--- src/rtl/ddr2_pkg.sv ---
// Shared definitions for the DDR2 init-sequence monitor.
// Holds the command encodings, the FSM state enum, the error codes and
// the mode-register field offsets.
package ddr2_pkg;

    // {cs_n, ras_n, cas_n, we_n}
    localparam logic [3:0] CMD_NOP  = 4'b0111;
    localparam logic [3:0] CMD_PRE  = 4'b0010;
    localparam logic [3:0] CMD_AREF = 4'b0001;
    localparam logic [3:0] CMD_LM   = 4'b0000;

    // Each state is named by the command it expects next. The declaration
    // order is the init order, so "advance" is simply state + 1.
    typedef enum logic [3:0] {
        S_CKE_LOW,
        S_STABLE,
        S_PRE1,
        S_EMR2,
        S_EMR3,
        S_EMR1,
        S_MR_DLLRST,
        S_PRE2,
        S_AREF1,
        S_AREF2,
        S_MR,
        S_OCD_DEF,
        S_OCD_EXIT,
        S_DONE,
        S_ERR
    } state_t;

    localparam logic [2:0] ERR_NONE    = 3'd0;
    localparam logic [2:0] ERR_ORDER   = 3'd1;
    localparam logic [2:0] ERR_TIMING  = 3'd2;
    localparam logic [2:0] ERR_EARLY   = 3'd3;
    localparam logic [2:0] ERR_A10     = 3'd4;
    localparam logic [2:0] ERR_ILLEGAL = 3'd5;
    localparam logic [2:0] ERR_CKE     = 3'd6;

    // Mode-register field positions
    localparam int BL_LSB      = 0;   // MR burst length [2:0]
    localparam int CL_LSB      = 4;   // MR CAS latency [6:4]
    localparam int DLL_RST_BIT = 8;   // MR DLL reset
    localparam int DLL_DIS_BIT = 0;   // EMR1 DLL disable
    localparam int AL_LSB      = 3;   // EMR1 additive latency [5:3]
    localparam int OCD_LSB     = 7;   // EMR1 OCD program [9:7]
    localparam int A10_BIT     = 10;  // precharge-all

    function automatic int max3(input int a, input int b, input int c);
        int m;
        m = (a > b) ? a : b;
        return (m > c) ? m : c;
    endfunction

endpackage

--- src/rtl/ddr2_init_mon_if.sv ---
// DDR2 command bus as seen between the init sequencer and the PHY.
//   cke  : clock enable
//   cmd  : {cs_n, ras_n, cas_n, we_n}
//   ba   : bank address
//   addr : address
// master = controller side, slave = monitor side.
interface ddr2_init_mon_if #(
    parameter int ADDR_BITS = 14,
    parameter int BA_BITS   = 3
);
    logic                 cke;
    logic [3:0]           cmd;
    logic [BA_BITS-1:0]   ba;
    logic [ADDR_BITS-1:0] addr;

    modport master (output cke, cmd, ba, addr);
    modport slave  (input  cke, cmd, ba, addr);
endinterface

--- src/rtl/ddr2_cmd_gap_cnt.sv ---
// Saturating cycles-since-last-command counter.
//   clk, rst_n : clock, async active-low reset
//   clr        : an accepted command was sampled this cycle
//   cnt        : cycles since that command minus one, saturating at MAX
module ddr2_cmd_gap_cnt #(
    parameter int MAX = 26,
    parameter int W   = 5
) (
    input  logic         clk,
    input  logic         rst_n,
    input  logic         clr,
    output logic [W-1:0] cnt
);

    always_ff @(posedge clk or negedge rst_n) begin
        if (!rst_n)                 cnt <= '0;
        else if (clr)               cnt <= '0;
        else if (cnt != W'(MAX))    cnt <= cnt + W'(1);
    end

endmodule

--- src/rtl/ddr2_init_mon.sv ---
// DDR2 power-up initialization monitor.
// Samples the command bus every clock, checks JEDEC init order, CKE
// behaviour, PRE-all A10 and (optionally) inter-command gaps, captures the
// MR/EMR1/EMR2/EMR3 writes and reports completion or a sticky error code.
//   clk, rst_n          : clock, async active-low reset
//   bus (slave)         : cke / cmd / ba / addr from the controller
//   init_done           : sequence finished cleanly (sticky)
//   init_err, err_code  : sticky error flag and first error code
//   mr_q .. emr3_q      : last value written to each mode register
//   cas_lat, burst_len, add_lat : decoded MR/EMR1 fields
// Build option: DDR2_INIT_MON_TCHECK_EN enables gap checking (code 2).
module ddr2_init_mon
    import ddr2_pkg::*;
#(
    parameter int ADDR_BITS = 14,
    parameter int BA_BITS   = 3,
    parameter int T_STABLE  = 100,
    parameter int T_RP      = 3,
    parameter int T_MRD     = 2,
    parameter int T_RFC     = 26
) (
    input  logic                 clk,
    input  logic                 rst_n,
    ddr2_init_mon_if.slave       bus,
    output logic                 init_done,
    output logic                 init_err,
    output logic [2:0]           err_code,
    output logic [ADDR_BITS-1:0] mr_q,
    output logic [ADDR_BITS-1:0] emr1_q,
    output logic [ADDR_BITS-1:0] emr2_q,
    output logic [ADDR_BITS-1:0] emr3_q,
    output logic [2:0]           cas_lat,
    output logic [2:0]           burst_len,
    output logic [2:0]           add_lat
);

    localparam int                STAB_W   = $clog2(T_STABLE + 1);
    localparam logic [STAB_W-1:0] STAB_MAX = STAB_W'(T_STABLE);

    state_t            state, state_nxt;
    logic [STAB_W-1:0] stab_cnt;
    logic [2:0]        err_nxt;
    logic              exp_ok, checked, acc;
    logic              e_order, e_timing, e_early, e_a10, e_illegal, e_cke;

    logic is_nop, is_pre, is_aref, is_lm, legal_enc;
    assign is_nop    = (bus.cmd == CMD_NOP);
    assign is_pre    = (bus.cmd == CMD_PRE);
    assign is_aref   = (bus.cmd == CMD_AREF);
    assign is_lm     = (bus.cmd == CMD_LM);
    assign legal_enc = is_nop | is_pre | is_aref | is_lm;

    // States in which cke must stay high and every command is checked
    assign checked = (state >= S_STABLE) && (state <= S_OCD_EXIT);

`ifdef DDR2_INIT_MON_TCHECK_EN
    localparam int GAP_MAX = max3(T_RP, T_MRD, T_RFC);
    localparam int GAP_W   = $clog2(GAP_MAX + 1);

    logic [GAP_W-1:0] gap_cnt;
    // Minimum legal gap_cnt for the next command; the counter reads N-1
    // when the next command arrives N cycles after the previous one.
    logic [GAP_W-1:0] gap_req;

    ddr2_cmd_gap_cnt #(.MAX(GAP_MAX), .W(GAP_W)) u_gap (
        .clk   (clk),
        .rst_n (rst_n),
        .clr   (acc),
        .cnt   (gap_cnt)
    );

    always_ff @(posedge clk or negedge rst_n) begin
        if (!rst_n)
            gap_req <= '0;
        else if (acc) begin
            if (is_pre)       gap_req <= GAP_W'(T_RP - 1);
            else if (is_aref) gap_req <= GAP_W'(T_RFC - 1);
            else              gap_req <= GAP_W'(T_MRD - 1);
        end
    end
`endif

    always_comb begin
        state_nxt = state;
        exp_ok    = 1'b0;
        e_order   = 1'b0;
        e_timing  = 1'b0;
        e_early   = 1'b0;
        e_a10     = 1'b0;
        e_illegal = 1'b0;
        e_cke     = 1'b0;
        err_nxt   = ERR_NONE;

        case (state)
            S_STABLE, S_PRE1, S_PRE2: exp_ok = is_pre;
            S_AREF1, S_AREF2:         exp_ok = is_aref;
            S_EMR2:      exp_ok = is_lm && (bus.ba == BA_BITS'(2));
            S_EMR3:      exp_ok = is_lm && (bus.ba == BA_BITS'(3));
            S_EMR1:      exp_ok = is_lm && (bus.ba == BA_BITS'(1)) && !bus.addr[DLL_DIS_BIT];
            S_MR_DLLRST: exp_ok = is_lm && (bus.ba == BA_BITS'(0)) &&  bus.addr[DLL_RST_BIT];
            S_MR:        exp_ok = is_lm && (bus.ba == BA_BITS'(0)) && !bus.addr[DLL_RST_BIT];
            S_OCD_DEF:   exp_ok = is_lm && (bus.ba == BA_BITS'(1)) && (bus.addr[OCD_LSB +: 3] == 3'b111);
            S_OCD_EXIT:  exp_ok = is_lm && (bus.ba == BA_BITS'(1)) && (bus.addr[OCD_LSB +: 3] == 3'b000);
            default:     exp_ok = 1'b0;
        endcase

        if (state == S_CKE_LOW) begin
            // Any command before CKE has been high for T_STABLE is early
            e_early = !is_nop;
        end else if (checked) begin
            e_cke = !bus.cke;
            if (!is_nop) begin
                e_early   = !bus.cke || (stab_cnt < STAB_MAX);
                e_illegal = !legal_enc;
                e_a10     = is_pre && !bus.addr[A10_BIT];
                e_order   = legal_enc && !exp_ok;
`ifdef DDR2_INIT_MON_TCHECK_EN
                // PRE1 has no predecessor; gaps are checked from EMR2 on
                e_timing  = (state >= S_EMR2) && (gap_cnt < gap_req);
`endif
            end
        end

        if      (e_order)   err_nxt = ERR_ORDER;
        else if (e_timing)  err_nxt = ERR_TIMING;
        else if (e_early)   err_nxt = ERR_EARLY;
        else if (e_a10)     err_nxt = ERR_A10;
        else if (e_illegal) err_nxt = ERR_ILLEGAL;
        else if (e_cke)     err_nxt = ERR_CKE;

        if (err_nxt != ERR_NONE)
            state_nxt = S_ERR;
        else if (state == S_CKE_LOW) begin
            if (bus.cke) state_nxt = S_STABLE;
        end else if (state == S_STABLE) begin
            // Only NOPs survive here; move on once this one completes T_STABLE
            if (stab_cnt >= STAB_MAX - STAB_W'(1)) state_nxt = S_PRE1;
        end else if (checked && !is_nop)
            state_nxt = state_t'(state + 4'd1);
    end

    // A command that passed every check (or any command once done)
    assign acc = (err_nxt == ERR_NONE) && !is_nop && (checked || state == S_DONE);

    always_ff @(posedge clk or negedge rst_n) begin
        if (!rst_n) begin
            state     <= S_CKE_LOW;
            stab_cnt  <= '0;
            init_done <= 1'b0;
            init_err  <= 1'b0;
            err_code  <= ERR_NONE;
            mr_q      <= '0;
            emr1_q    <= '0;
            emr2_q    <= '0;
            emr3_q    <= '0;
        end else begin
            state     <= state_nxt;
            init_done <= (state_nxt == S_DONE);

            // The cke-rising NOP counts as the first stable cycle
            if (state == S_CKE_LOW && bus.cke && is_nop)
                stab_cnt <= STAB_W'(1);
            else if (state == S_STABLE && is_nop && stab_cnt != STAB_MAX)
                stab_cnt <= stab_cnt + STAB_W'(1);

            if (err_nxt != ERR_NONE) begin
                init_err <= 1'b1;
                err_code <= err_nxt;
            end

            if (acc && is_lm) begin
                case (bus.ba[1:0])
                    2'd0: mr_q   <= bus.addr;
                    2'd1: emr1_q <= bus.addr;
                    2'd2: emr2_q <= bus.addr;
                    default: emr3_q <= bus.addr;
                endcase
            end
        end
    end

    assign cas_lat   = mr_q[CL_LSB +: 3];
    assign burst_len = mr_q[BL_LSB +: 3];
    assign add_lat   = emr1_q[AL_LSB +: 3];

endmodule

--- src/flat_wrapper.sv ---
// flat-port wrapper written by rule: the top's interface ports become plain ports
module ddr2_init_mon_flat import ddr2_pkg::*;
#(
    parameter int ADDR_BITS = 14,
    parameter int BA_BITS   = 3,
    parameter int T_STABLE  = 100,
    parameter int T_RP      = 3,
    parameter int T_MRD     = 2,
    parameter int T_RFC     = 26
)
  (clk, rst_n, init_done, init_err, err_code, mr_q, emr1_q, emr2_q, emr3_q, cas_lat, burst_len, add_lat, bus_cke, bus_cmd, bus_ba, bus_addr);
  ddr2_init_mon_if #(.ADDR_BITS(ADDR_BITS), .BA_BITS(BA_BITS)) bus_i ();
  input  logic clk;
  input  logic rst_n;
  output logic init_done;
  output logic init_err;
  output logic [2:0] err_code;
  output logic [ADDR_BITS-1:0] mr_q;
  output logic [ADDR_BITS-1:0] emr1_q;
  output logic [ADDR_BITS-1:0] emr2_q;
  output logic [ADDR_BITS-1:0] emr3_q;
  output logic [2:0] cas_lat;
  output logic [2:0] burst_len;
  output logic [2:0] add_lat;
  input wire logic [$bits(bus_i.cke)-1:0] bus_cke;
  input wire logic [$bits(bus_i.cmd)-1:0] bus_cmd;
  input wire logic [$bits(bus_i.ba)-1:0] bus_ba;
  input wire logic [$bits(bus_i.addr)-1:0] bus_addr;
  assign bus_i.cke = bus_cke;
  assign bus_i.cmd = bus_cmd;
  assign bus_i.ba = bus_ba;
  assign bus_i.addr = bus_addr;
  ddr2_init_mon #(.ADDR_BITS(ADDR_BITS), .BA_BITS(BA_BITS), .T_STABLE(T_STABLE), .T_RP(T_RP), .T_MRD(T_MRD), .T_RFC(T_RFC)) u_core (.clk(clk), .rst_n(rst_n), .bus(bus_i), .init_done(init_done), .init_err(init_err), .err_code(err_code), .mr_q(mr_q), .emr1_q(emr1_q), .emr2_q(emr2_q), .emr3_q(emr3_q), .cas_lat(cas_lat), .burst_len(burst_len), .add_lat(add_lat));
endmodule
--- config.mk ---
export PLATFORM = sky130hd
export DESIGN_NAME = ddr2_init_mon_flat
export DESIGN_NICKNAME = d
export VERILOG_FILES = /design/src/rtl/ddr2_pkg.sv /design/src/rtl/ddr2_init_mon_if.sv /design/src/rtl/ddr2_cmd_gap_cnt.sv /design/src/rtl/ddr2_init_mon.sv /design/src/flat_wrapper.sv
export SDC_FILE = /design/constraint.sdc
export NUM_CORES = 1
export LEC_CHECK = 0
export ABC_AREA = 1
export CAP_MARGIN = 20
export CORE_MARGIN = 2
export CORE_UTILIZATION = 46
export DETAILED_ROUTE_END_ITERATION = 6
export GPL_TIMING_DRIVEN = 0
export PLACE_DENSITY = 0.77
export SYNTH_ARGS = -nofsm -noshare
export SYNTH_HDL_FRONTEND = slang
export SYNTH_SLANG_ARGS = --single-unit
--- constraint.sdc ---
create_clock -name clk -period 2.5 [get_ports clk]
set_input_delay 0.625 -clock clk [delete_from_list [all_inputs] [get_ports clk]]
set_output_delay 0.625 -clock clk [all_outputs]
set_load 0.02 [all_outputs]
=== Word level (Yosys, flattened, before mapping) ===
Cells that the tools add are included.

* $add $sub $neg: 2
* $lt $le $gt $ge: 4
* Eq/ne operators: 24
* Multiplexer cells: 28
* Bitwise logic cells: 4
* Reductions and logical operators: 44

{| class="wikitable"
|+ Operator list
! kind !! count
|-
| 4-bit == test, second input constant || 7
|-
| 4-bit 2-to-1 mux || 6
|-
| 4-bit by 3-bit == test with 1-bit output, second input constant || 5
|-
| 1-bit logical AND || 20
|-
| 3-bit 2-to-1 mux || 5
|-
| 1-bit 2-to-1 mux || 14
|-
| 7-bit 2-to-1 mux || 2
|-
| 4-bit by 2-bit == test with 1-bit output, second input constant || 3
|-
| 3-bit zero test || 3
|-
| 1-bit one-hot mux with 9 select lines || 1
|-
| 4-bit by 1-bit == test with 1-bit output, second input constant || 2
|-
| 4-bit zero test || 2
|-
| 2-bit AND reduction || 4
|-
| 7-bit by 1-bit adder with 7-bit output, second input constant || 1
|-
| 7-bit greater-or-equal comparator, second input constant || 1
|-
| 1-bit zero test || 7
|-
| 7-bit less-than comparator, second input constant || 1
|-
| 7-bit != test, second input constant || 1
|-
| 3-bit by 2-bit == test with 1-bit output, second input constant || 2
|-
| 3-bit OR reduction || 2
|-
| 4-bit by 1-bit adder with 4-bit output, second input constant || 1
|-
| 4-bit by 1-bit greater-or-equal comparator with 1-bit output, second input constant || 1
|-
| 4-bit less-or-equal comparator, second input constant || 1
|-
| 3-bit by 1-bit == test with 1-bit output, second input constant || 1
|-
| other kinds (10) || 13
|}

* Bits in registers: 72
* Bits of input ports: 24
* Output and inout port bits: 70
* Logic and storage cells: 115

=== Longest topological paths before layout ===
Gate-level depths: netlist of the first run.

* Word-level depth: 17
* Mapped depth: 16
* Depth with buffers taken out: 15

=== Worst setup path before layout of the first run ===
OpenSTA, ideal clock, no wires.

* Path type: register to register
* Start point: register u_core.state[0]
* End point: register u_core.emr1_q[3]
* Setup time: 0.117 ns
* Arrival: 2.034 ns
* Data required time: 2.383 ns
* Path slack: 0.349 ns
* Cell stages (with the launch flop): 15
* Buffers on the path: 1
* Period minus slack after synthesis: 2.151 ns
* Cells stage by stage: dfrtp_1 inv_1 ha_1 inv_1 nor2_1 nor2_1 inv_2 nor2_1 nor2_2 nand4_4 nor2_8 nand2_2 buf_2 nand2_1 nand2_1

* Cells in the longest elaborated chain, start to end: 14
* Elaborated cells on any way between the ends: 44
* Classes of those cells: 2 x order compare; 13 x eq/ne; 17 x mux; 12 x reduce/logical

{| class="wikitable"
|+ Ends and longest elaborated chain
! what !! RTL line !! RTL
|-
| start, declared || ddr2_init_mon.sv:40 || <nowiki>state_t state, state_nxt;</nowiki>
|-
| start signal, assigned || ddr2_init_mon.sv:157 || <nowiki>state <= state_nxt;</nowiki>
|-
| 4-bit by 1-bit greater-or-equal comparator with 1-bit output (tied with other cells) || ddr2_init_mon.sv:54 || <nowiki>assign checked = (state >= S_STABLE) && (state <= S_OCD_EXIT);</nowiki>
|-
| 1-bit logical AND (tied with other cells) || ddr2_init_mon.sv:54 ||
|-
| 1-bit 2-to-1 mux or 1-bit one-hot mux with 9 select lines (tied branches) || ddr2_init_mon.sv:110, ddr2_init_mon.sv:94 ||
|-
| 1-bit 2-to-1 mux or 1-bit zero test (tied branches) || ddr2_init_mon.sv:107, ddr2_init_mon.sv:116 ||
|-
| 3-bit 2-to-1 mux or 1-bit logical AND (tied branches) || ddr2_init_mon.sv:129, ddr2_init_mon.sv:116 ||
|-
| 3-bit 2-to-1 mux or 1-bit 2-to-1 mux (tied branches) || ddr2_init_mon.sv:128, ddr2_init_mon.sv:112 ||
|-
| 3-bit 2-to-1 mux or 1-bit 2-to-1 mux (tied branches) || ddr2_init_mon.sv:127, ddr2_init_mon.sv:110 ||
|-
| 3-bit 2-to-1 mux or 1-bit 2-to-1 mux (tied branches) || ddr2_init_mon.sv:126, ddr2_init_mon.sv:107 ||
|-
| 3-bit 2-to-1 mux || ddr2_init_mon.sv:124 || <nowiki>if (e_order) err_nxt = ERR_ORDER;</nowiki>
|-
| 3-bit zero test || ddr2_init_mon.sv:143 || <nowiki>assign acc = (err_nxt == ERR_NONE) && !is_nop && (checked || state == S_DONE);</nowiki>
|-
| 1-bit logical AND || ddr2_init_mon.sv:143 ||
|-
| 1-bit logical AND * || ddr2_init_mon.sv:143 ||
|-
| 1-bit logical AND * || ddr2_init_mon.sv:171 || <nowiki>if (acc && is_lm) begin</nowiki>
|-
| 2-bit AND reduction (no line) * || -- ||
|-
| end signal, assigned || ddr2_init_mon.sv:174 || <nowiki>2'd1: emr1_q <= bus.addr;</nowiki>
|-
| end, declared || ddr2_init_mon.sv:29 || <nowiki>output logic [ADDR_BITS-1:0] emr1_q,</nowiki>
|}

Mark *: on every way between the ends. The rest lies on a longest branch, timed or not.
A chain may end at the register's enable or synchronous reset.

=== Worst setup path after layout of the first run ===
* Start point: register u_core.state[0]
* End point: register u_core.emr1_q[9]

The elaborated chain is that of the path after synthesis.

==> out/results.ini, run 1 <==
[outcome]
status = finished, final reports clean

[yosys]
syn_area_mm2 = 0.00361
synth_cells = 452
synthFlopType = dfrtp_1
syn_avg_cell_area_um2 = 7.98
ys_ff_latch = 72
yosysUniqueCellTypes = 32
ys_top_cells_by_area = dfrtp_1 50%, nand2_1 17%, nand3_1 10%
yosysTopAreaCell = dfrtp_1
netlist.area_leader.share = 0.499
syn-num-nets = 483
synthTopCellsByCount = 161 x nand2_1, 73 x nand3_1, 72 x dfrtp_1
ys_warn_count = 0
ys_seq_area_frac = 0.499
synth.most_common_cell = nand2_1
async_reset_ff_frac = 1.00
synth_edf_count = 0

[setup_path]
ff2ff_setup_slack_ps = 150
path_cells = inv_4 -> ha_4 -> nand3_1 -> nand2_1 -> nand2_1 -> nor2_1 -> nor2_1 -> nand2_1 -> nand2_1 -> nand3_2 -> nand4_4 -> nor2_8 -> nand2_2 -> buf_4 -> nand2_1 -> nand2_1
r2r_start = u_core.state[0]
crit_top_cell = nand2_1
worstReg2RegEnd = u_core.emr1_q[9]
critical-path-slowest-cell = dfrtp_2
start_kind = flop
end_kind = flop
max_stage_delay_ps = 450
path_class = reg2reg
rr_worst_depth = 16
arrival_ps = 2590
required_ps = 2740
path_max_fanout = 10

[cells_and_area]
drive_gt1_frac = 0.134
nets = 592
fin_cells = 668
fillers = 633
syn_to_final_growth_pct = 38.8
num_antenna_cells = 0

[clock_tree]
cts_sinks = 72
cts_root_buf = clkbuf_8
cts_tree = done
clk_latency_ps = 350
htreeDepth = 3
cts_buffers = 9
cts_buffer_depth = 2
clkTransAtPathRegs_ps = 80

[power]
power_density_mw_per_mm2 = 828
swShare = 0.362
clockPowerShare = 0.244
switchingPower_mw = 1.50
comb_power_share = 0.391
p_int_mw = 2.65
p_seq_frac = 0.366
power_leakage_nw = 2.61
ir_worst_vdd_v = 0.000593

[place]
dp_cells = 647
dp_hpwl_um = 6890
io_buffers = 93
gp_congestion = 0.910

[sta]
setup_viol = 0
maxSlewHeadroom = 0.406
skew_ps = 10.8
clock.fmax_mhz = 426
grt_setup_unrepaired = yes
hold_viol_final = 0
worstMarginPinSlew_ps = 891
layout_min_cycle_time_ps = 2350
post-route-period-util = 0.940
fin_setup_tns_ps = 0
drv_slew = 0

[die]
rows = 32
boundaryPins = 94
fp.dieW_um = 92.6
initial_core_util = 0.472
fp.dieH_um = 92.6
dieArea_mm2 = 0.00857
core_mm2 = 0.00765

[grt]
grt_pass1_vias = 3293
grt_pass1_wl_um = 15400
grt_remaining_overflow = 0
track_usage = 0.229
grt_max_degree = 73
antenna_found_initial = 0

[routing]
drt_iter0_drc = 145
dr.pass1.iters = 5
routed_via_density = 5.11
wirelength_um = 9460
drc = 0
vias = 3415
wl_per_cell_um = 14.2
ant_nets = 0

[min_path]
min_path_type = in2async

[run]
drv_cap = 0

==> layer usage <==
metal  vias up  share of wire  wire [µm]  global-route usage
met4         0          0.020        187              0.0945
met3        19          0.073        694              0.0382
met2       132           0.49       4610               0.391
met1      1610           0.42       3970               0.290
li1       1654              -          -                   -
met5         -              0          0                   0
==> worst max-delay path by stage <==
stage / startpoint / end / slack (ps) / cells after the start
final: u_core.state[0] / u_core.emr1_q[9] / 150 / 16
after global routing: u_core.state[0] / u_core.emr1_q[9] / -4 / 16
after CTS: bus_cmd[1] / u_core.emr2_q[4] / 10 / 13
after detailed placement: bus_ba[1] / u_core.emr1_q[9] / -600 / 14
after global placement: rst_n / u_core.err_code[0] / -1570 / 1
after floorplan: u_core.state[0] / u_core.emr1_q[3] / 350 / 14
==> cells in the final DEF (no fill, tap or decap), types with 3 or more instances in the layout <==
master and n:
nor2_1 28, clkbuf_1 6, dfrtp_1 71, ha_1 5, inv_1 25, nand2_1 160, dlymetal6s2s_1 8, nand3_1 73
a21oi_1 6, o21ai_1 3, nor2_2 5, buf_4 17, clkbuf_8 9, dlygate4sd2_1 3, nor2_4 3, buf_6 5
o21ai_0 10, clkdlybuf4s50_1 81, nand2_2 5, inv_2 10
==> final cells by class <==
type / count / area [µm²] / share of cell area
Timing Repair Buffer: 98 / 982 / 0.196
Clock buffer: 11 / 131 / 0.0262
Buffer: 23 / 184 / 0.0367
Tap cell: 102 / 128 / 0.0255
Sequential cell: 72 / 1800 / 0.360
Multi-Input combinational cell: 321 / 1560 / 0.312
Clock inverter: 5 / 81.3 / 0.0162
Inverter: 36 / 138 / 0.0275
==> sequential cells by signal, indices dropped and copies added, names as in the netlist <==
| name | cells |
|---|---|
| u_core.emr1_q | 14 |
| u_core.emr2_q | 14 |
| u_core.emr3_q | 14 |
| u_core.mr_q | 14 |
| u_core.stab_cnt | 7 |
| u_core.state | 4 |
| u_core.err_code | 3 |
| u_core.init_done | 1 |
| u_core.init_err | 1 |
==> power by group through the flow <==
stage	clock network (mW)	registers, mW	logic [mW]
finish	1.01	1.52	1.62
global route	1.06	1.54	1.77
detailed placement	0	1.54	1.55
global placement	0	1.53	1.52
CTS	1.02	1.52	1.60
floorplan	0	1.76	0.643
==> through the flow <==
step / power [mW] / area (µm²) / util / hold WS (ps) / setup WS, ps
global route: 4.37 / 5010 / 0.655 / 486 / -3.84
finish: 4.15 / 5010 / 0.655 / 401 / 151
detailed placement: 3.08 / 4660 / 0.610 / 457 / -598
CTS: 4.13 / 4920 / 0.644 / 436 / 14.1
floorplan: 2.40 / 3610 / - / 329 / 349
global placement: 3.06 / 4670 / 0.610 / 455 / -1570
==> kinds of logic after synthesis <==
logic type	Yosys count	synth area share
xor gates and xnor gates	2	0.00486
and+or+nand+nor	289	0.352
buffers and inverters	59	0.0839
adders and majority gates	7	0.0243
DFF	72	0.499
AOI/OAI and AO/OA	23	0.0357
==> repair_timing <==
action	CTS	global route
buffers inserted	3	2
endpoints found under the setup margin	56	58
gates resized for setup	12	27
endpoints found under the hold margin	0	0
gates cloned	0	0
pin swaps	4	3
hold buffers	0	0
==> critical path, delay by kind of cell (launching register included) <==
family                   cells  cell delay, ps
buffers and inverters        2             300
AND/OR/NAND/NOR             13            1320
flip-flops                   1             450
adder cells (fa/ha/maj)      1             160
(Power assumes the default switching activity.)
==> run 2, diff against run 1 <==
- CORE_MARGIN: 2 -> 1.5
- DONT_BUFFER_PORTS: not set -> 1
- PLACE_DENSITY: 0.77 -> 0.62
- clock period: 2.5 -> 2.25 ns (I/O delays scaled with it)
==> run 2 against run 1 <==
The flow now finishes with violations (negative setup slack); count of clock-buffer cells in the layout unchanged; via count down 7.7%; final area down 6.8%; combinational power down 25%; critical endpoint is now u_core.emr2_q[7]; highest routed layer unchanged.
==> out/results.ini, run 2 (synthesized netlist as in run 1, its figures left out) <==
[outcome]
status = finished, violations left  ; was finished, final reports clean
violations = negative setup slack

[routing]
drt_iter0_drc = 210  ; was 145
vias = 3153  ; was 3415
routed_via_density = 5.26  ; was 5.11
drc = 0  ; unchanged
dr.pass1.iters = 4  ; was 5
ant_nets = 0  ; unchanged
wirelength_um = 9930  ; was 9460 µm
wl_per_cell_um = 16.5  ; was 14.2 µm

[clock_tree]
cts_root_buf = clkbuf_8  ; unchanged
cts_sinks = 72  ; unchanged
cts_tree = done  ; unchanged
htreeDepth = 3  ; unchanged
clkTransAtPathRegs_ps = 80  ; about the same
cts_buffer_depth = 2  ; unchanged
cts_buffers = 9  ; unchanged
clk_latency_ps = 360  ; was 350 ps

[sta]
fin_setup_tns_ps = -1600  ; was 0 ps
setup_viol = 43  ; was 0
post-route-period-util = 1.03  ; was 0.940
maxSlewHeadroom = 0.580  ; was 0.406
clock.fmax_mhz = 431  ; was 426 MHz
grt_setup_unrepaired = yes  ; unchanged
setup_ws_ps = -70.6  ; was 151 ps
layout_min_cycle_time_ps = 2320  ; was 2350 ps
skew_ps = 12.0  ; was 10.8 ps
hold_viol_final = 0  ; unchanged
worstMarginPinSlew_ps = 628  ; was 891 ps
drv_slew = 0  ; unchanged

[cells_and_area]
syn_to_final_growth_pct = 29.4  ; was 38.8%
num_antenna_cells = 0  ; unchanged
layout_commonest_cell = nand2_1  ; unchanged
multiInputGateArea_mm2 = 0.00178  ; was 0.00156 mm²
seqCellArea_mm2 = 0.00180  ; about the same
layout_common_cells = 131 x nand2_1, 70 x dfrtp_1, 68 x nand3_1  ; was 160 x nand2_1, 81 x clkdlybuf4s50_1, 73 x nand3_1
nets = 524  ; was 592
fillers = 656  ; was 633
finish.instance_area_mm2 = 0.00467  ; was 0.00501 mm²
fin_cells = 600  ; was 668
drive_gt1_frac = 0.287  ; was 0.134

[setup_path]
rr_worst_depth = 17  ; was 16
required_ps = 2490  ; was 2740 ps
worstReg2RegEnd = u_core.emr2_q[7]  ; was u_core.emr1_q[9]
path_max_fanout = 6  ; was 10
arrival_ps = 2560  ; was 2590 ps
path_class = reg2reg  ; unchanged
r2r_start = u_core.state[0]  ; unchanged
start_kind = flop  ; unchanged
end_kind = flop  ; unchanged
ff2ff_setup_slack_ps = -70  ; was 150 ps

[power]
power_density_mw_per_mm2 = 943  ; was 828 mW/mm²
ir_worst_vdd_v = 0.000710  ; was 0.000593 V
power_leakage_nw = 2.42  ; was 2.61 nW

[grt]
track_usage = 0.230  ; was 0.229
grt_pass1_wl_um = 15000  ; was 15400 µm
antenna_found_initial = 0  ; unchanged
grt_max_degree = 73  ; unchanged
grt_remaining_overflow = 0  ; unchanged
grt_pass1_vias = 2985  ; was 3293

[place]
dp_hpwl_um = 6330  ; was 6890 µm
gp_congestion = 0.855  ; was 0.910
io_buffers = 0  ; was 93
dp_cells = 554  ; was 647
placed_area_mm2 = 0.00374  ; was 0.00466 mm²

[die]
fp.dieW_um = 91.6  ; was 92.6 µm
fp.dieH_um = 91.6  ; was 92.6 µm
dieArea_mm2 = 0.00839  ; was 0.00857 mm²
core_mm2 = 0.00765  ; unchanged
rows = 32  ; unchanged
boundaryPins = 94  ; unchanged
initial_core_util = 0.472  ; unchanged

[min_path]
min_path_type = in2async  ; unchanged

[run]
drv_cap = 0  ; unchanged

run 2: changes by cell type in the layout (fill, tap and decap cells not counted), sizes merged:
cell	delta
dlygate4sd2	-3
clkbuf	+2
clkinvlp	+1
inv	-1
buf	+22
dlymetal6s2s	-8
clkdlybuf4s50	-81
run 2: what timing repair did:
action                                 CTS  global route
gates resized for setup                 41            60
cloned                                   1             4
setup endpoints to repair               57            57
endpoints found under the hold margin   72             0
pin swaps                               11            20
setup buffers                           16             8
hold buffers                             1             0
run 2: per-layer routing:
layer	vias up	global-route usage	routed length (µm)
li1	1518	-	-
met5	-	0	0
met2	109	0.379	4930
met3	16	0.0620	776
met4	0	0.0990	177
met1	1510	0.284	4040
run 2: worst max-delay path, cell delays in order, from the launching register on:
cell and delay, ps:
dfrtp_2 440, clkinv_4 100, ha_4 200, buf_4 130
nand3_2 60, nand2_2 60, nor2_2 100, nor2_1 60
nand2_2 70, nand2_2 70, nand3_4 80, nand4_4 160
nor2_8 170, buf_12 150, nand2_8 70, buf_8 180
nand2_2 60, nand2_2 50
run 2: final cells by class:
| cell class | count | share of cell area |
|---|---|---|
| clock inverters | 5 | 0.0172 |
| flip-flops and latches | 72 | 0.386 |
| plain buffers | 23 | 0.0474 |
| inverters | 36 | 0.0311 |
| clock buffers | 11 | 0.0303 |
| well taps | 102 | 0.0273 |
| repair buffers | 30 | 0.0796 |
| multi-input cells | 321 | 0.381 |
run 2: power by group:
part | internal (mW) | switching [mW] | total (mW)
clock | 0.653 | 0.518 | 1.17
sequential | 1.53 | 0.485 | 2.01
combinational | 0.525 | 0.695 | 1.22
run 2: worst max path at each step:
stage | start | to | slack [ps] | cells after the start
after CTS | u_core.state[0] | u_core.mr_q[6] | -40 | 17
after floorplan | u_core.state[0] | u_core.emr1_q[3] | 100 | 14
after global routing | u_core.state[0] | u_core.emr2_q[5] | -200 | 17
after global placement | u_core.state[0] | u_core.mr_q[5] | -300 | 14
final | u_core.state[0] | u_core.emr2_q[7] | -70 | 17
after detailed placement | u_core.state[0] | u_core.mr_q[6] | -350 | 14
run 2: per-stage QoR:
step                      hold slack [ps]  utilization  power, mW  setup slack [ps]
after floorplan                       267            -       2.66              99.1
after global placement                269        0.489       2.85              -300
after detailed placement              269        0.489       2.88              -350
after CTS                             101        0.562       4.25             -36.8
after global routing                  110        0.610       4.61              -196
final                                83.2        0.610       4.40             -70.6
==> run 3, diff against run 2 <==
- CTS_CLUSTER_SIZE: not set -> 30
- GPL_ROUTABILITY_DRIVEN: not set -> 0
- SETUP_SLACK_MARGIN: not set -> 0.2
==> run 3 against run 2 <==
The flow finishes with violations (negative hold slack, negative setup slack); utilization down 3.3 points; critical path depth down 2; clock skew up 0.93 ps; final area down 5.3%; count of clock-buffer cells in the layout unchanged.
==> out/results.ini, run 3 (synthesized netlist as in run 1, its figures left out) <==
[setup_path]
r2r_start = u_core.state[0]  ; unchanged
rr_worst_depth = 15  ; was 17
path_max_fanout = 6  ; unchanged
startpoint = u_core.state[0]  ; unchanged
arrival_ps = 2540  ; was 2560 ps
required_ps = 2490  ; about the same
critPathCapture = u_core.emr1_q[0]  ; was u_core.emr2_q[7]
ff2ff_setup_slack_ps = -40  ; was -70 ps
path_class = reg2reg  ; unchanged
end_kind = flop  ; unchanged
start_kind = flop  ; unchanged
worstReg2RegEnd = u_core.emr1_q[0]  ; was u_core.emr2_q[7]

[sta]
post-route-period-util = 1.02  ; was 1.03
setup_ws_ps = -44.5  ; was -70.6 ps
grt_setup_unrepaired = yes  ; unchanged
skew_ps = 13.0  ; was 12.0 ps
layout_min_cycle_time_ps = 2290  ; was 2320 ps
maxSlewHeadroom = 0.583  ; was 0.580
worstMarginPinSlew_ps = 623  ; was 628 ps
setup_viol = 43  ; unchanged
hold_viol_final = 72  ; was 0
hold_ws_ps = -102  ; was 83.2 ps
clock.fmax_mhz = 436  ; was 431 MHz
drv_slew = 0  ; unchanged

[place]
dp_cells = 554  ; unchanged
io_buffers = 0  ; unchanged
dp_hpwl_um = 6270  ; was 6330 µm

[cells_and_area]
layout_commonest_cell = nand2_1  ; unchanged
multiInputGateArea_mm2 = 0.00164  ; was 0.00178 mm²
layout_common_cells = 157 x nand2_1, 71 x nand3_1, 71 x dfrtp_1  ; was 131 x nand2_1, 70 x dfrtp_1, 68 x nand3_1
num_antenna_cells = 0  ; unchanged
fin_cells = 591  ; was 600
seqCellArea_mm2 = 0.00180  ; about the same
nets = 515  ; was 524
fillers = 697  ; was 656
syn_to_final_growth_pct = 22.5  ; was 29.4%
fin_util = 0.578  ; was 0.610
drive_gt1_frac = 0.217  ; was 0.287

[grt]
grt_pass1_wl_um = 15200  ; was 15000 µm
grt_pass1_vias = 2980  ; was 2985
grt_max_degree = 73  ; unchanged
antenna_found_initial = 0  ; unchanged
track_usage = 0.233  ; was 0.230
grt_remaining_overflow = 0  ; unchanged

[die]
dieArea_mm2 = 0.00839  ; unchanged
rows = 32  ; unchanged
core_mm2 = 0.00765  ; unchanged
fp.dieW_um = 91.6  ; unchanged
fp.dieH_um = 91.6  ; unchanged
boundaryPins = 94  ; unchanged
initial_core_util = 0.472  ; unchanged

[clock_tree]
htreeDepth = 3  ; unchanged
cts_buffer_depth = 2  ; unchanged
clk_latency_ps = 350  ; was 360 ps
cts_tree = done  ; unchanged
clkTransAtPathRegs_ps = 80  ; about the same
cts_buffers = 9  ; unchanged
cts_root_buf = clkbuf_8  ; unchanged
cts_sinks = 72  ; unchanged

[routing]
dr.pass1.iters = 6  ; was 4
routed_via_density = 5.22  ; was 5.26
wirelength_um = 9350  ; was 9930 µm
ant_nets = 0  ; unchanged
drc = 0  ; unchanged
vias = 3084  ; was 3153
drt_iter0_drc = 126  ; was 210
wl_per_cell_um = 15.8  ; was 16.5 µm

[power]
power_density_mw_per_mm2 = 955  ; was 943 mW/mm²
power_leakage_nw = 2.37  ; was 2.42 nW
ir_worst_vdd_v = 0.000722  ; was 0.000710 V

[min_path]
min_path_type = in2async  ; unchanged

[run]
drv_cap = 0  ; unchanged

[outcome]
violations = negative hold slack, negative setup slack  ; was negative setup slack
status = finished, violations left  ; unchanged

==> run 3: changes by cell type in the layout (fill, tap and decap cells not counted), sizes merged <==
cell / before / now
buf: 45 / 36
clkbuf: 19 / 18
clkinvlp: 2 / 1
inv: 35 / 36
bufbuf: 0 / 1
==> run 3: worst min path at each step <==
stage | startpoint | endpoint | slack [ps] | depth (start not counted)
4_1_cts | rst_n | u_core.mr_q[11] | -110 | 0
3_3_place_gp | rst_n | u_core.mr_q[4] | 270 | 0
5_1_grt | rst_n | u_core.mr_q[11] | -120 | 0
3_5_place_dp | rst_n | u_core.mr_q[11] | 270 | 0
6_report | rst_n | u_core.mr_q[11] | -100 | 0
2_1_floorplan | rst_n | u_core.emr1_q[0] | 270 | 0
==> run 3: repair_timing <==
item / in CTS / in global routing
pin swaps: 5 / 18
hold endpoints to repair: 72 / 72
gates cloned: 2 / 3
buffers inserted: 11 / 5
resized for setup: 23 / 22
endpoints found under the setup margin: 58 / 66
==> run 3: cell type report <==
| cell class | count | share of cell area |
|---|---|---|
| repair buffers | 21 | 0.0614 |
| well taps | 102 | 0.0289 |
| inverters | 36 | 0.0317 |
| clock buffers | 11 | 0.0297 |
| multi-input cells | 321 | 0.371 |
| clock inverters | 5 | 0.0184 |
| plain buffers | 23 | 0.0512 |
| flip-flops and latches | 72 | 0.408 |
==> run 3: metal layers <==
layer / share of wire / GRT usage
met1: 0.41 / 0.281
met2: 0.50 / 0.407
met3: 0.066 / 0.0645
met4: 0.015 / 0.0612
met5: 0 / 0
==> run 3: stage by stage <==
stage / TNS [ps] / total power, mW / worst slack [ps] / hold slack (ps) / area, µm²
final: -777 / 4.22 / -44.5 / -102 / 4420
after global routing: -9650 / 4.45 / -198 / -120 / 4420
after CTS: 0 / 4.11 / 20.0 / -115 / 4230
after detailed placement: -7620 / 2.88 / -183 / 269 / 3780
after global placement: -5490 / 2.86 / -146 / 269 / 3780
after floorplan: 0 / 2.68 / 203 / 267 / 3650
==> run 3: report_power, final <==
| part | switching (mW) | internal [mW] | leakage [nW] |
|---|---|---|---|
| registers | 0.464 | 1.53 | 0.948 |
| clock network | 0.506 | 0.626 | 0.104 |
| logic | 0.633 | 0.463 | 1.31 |
| total | 1.60 | 2.62 | 2.37 |
==> run 3: worst max-delay path, stage by stage, from the launching register on <==
cell	delay, ps
dfrtp_2	470
ha_4	200
inv_2	80
nand3_2	120
nand2_4	120
inv_2	40
o21ai_2	60
a21oi_2	100
nor2_2	160
nand4_4	150
nor2_8	180
buf_6	120
nand2_4	80
clkbuf_16	200
nand2_1	50
nand2_1	60
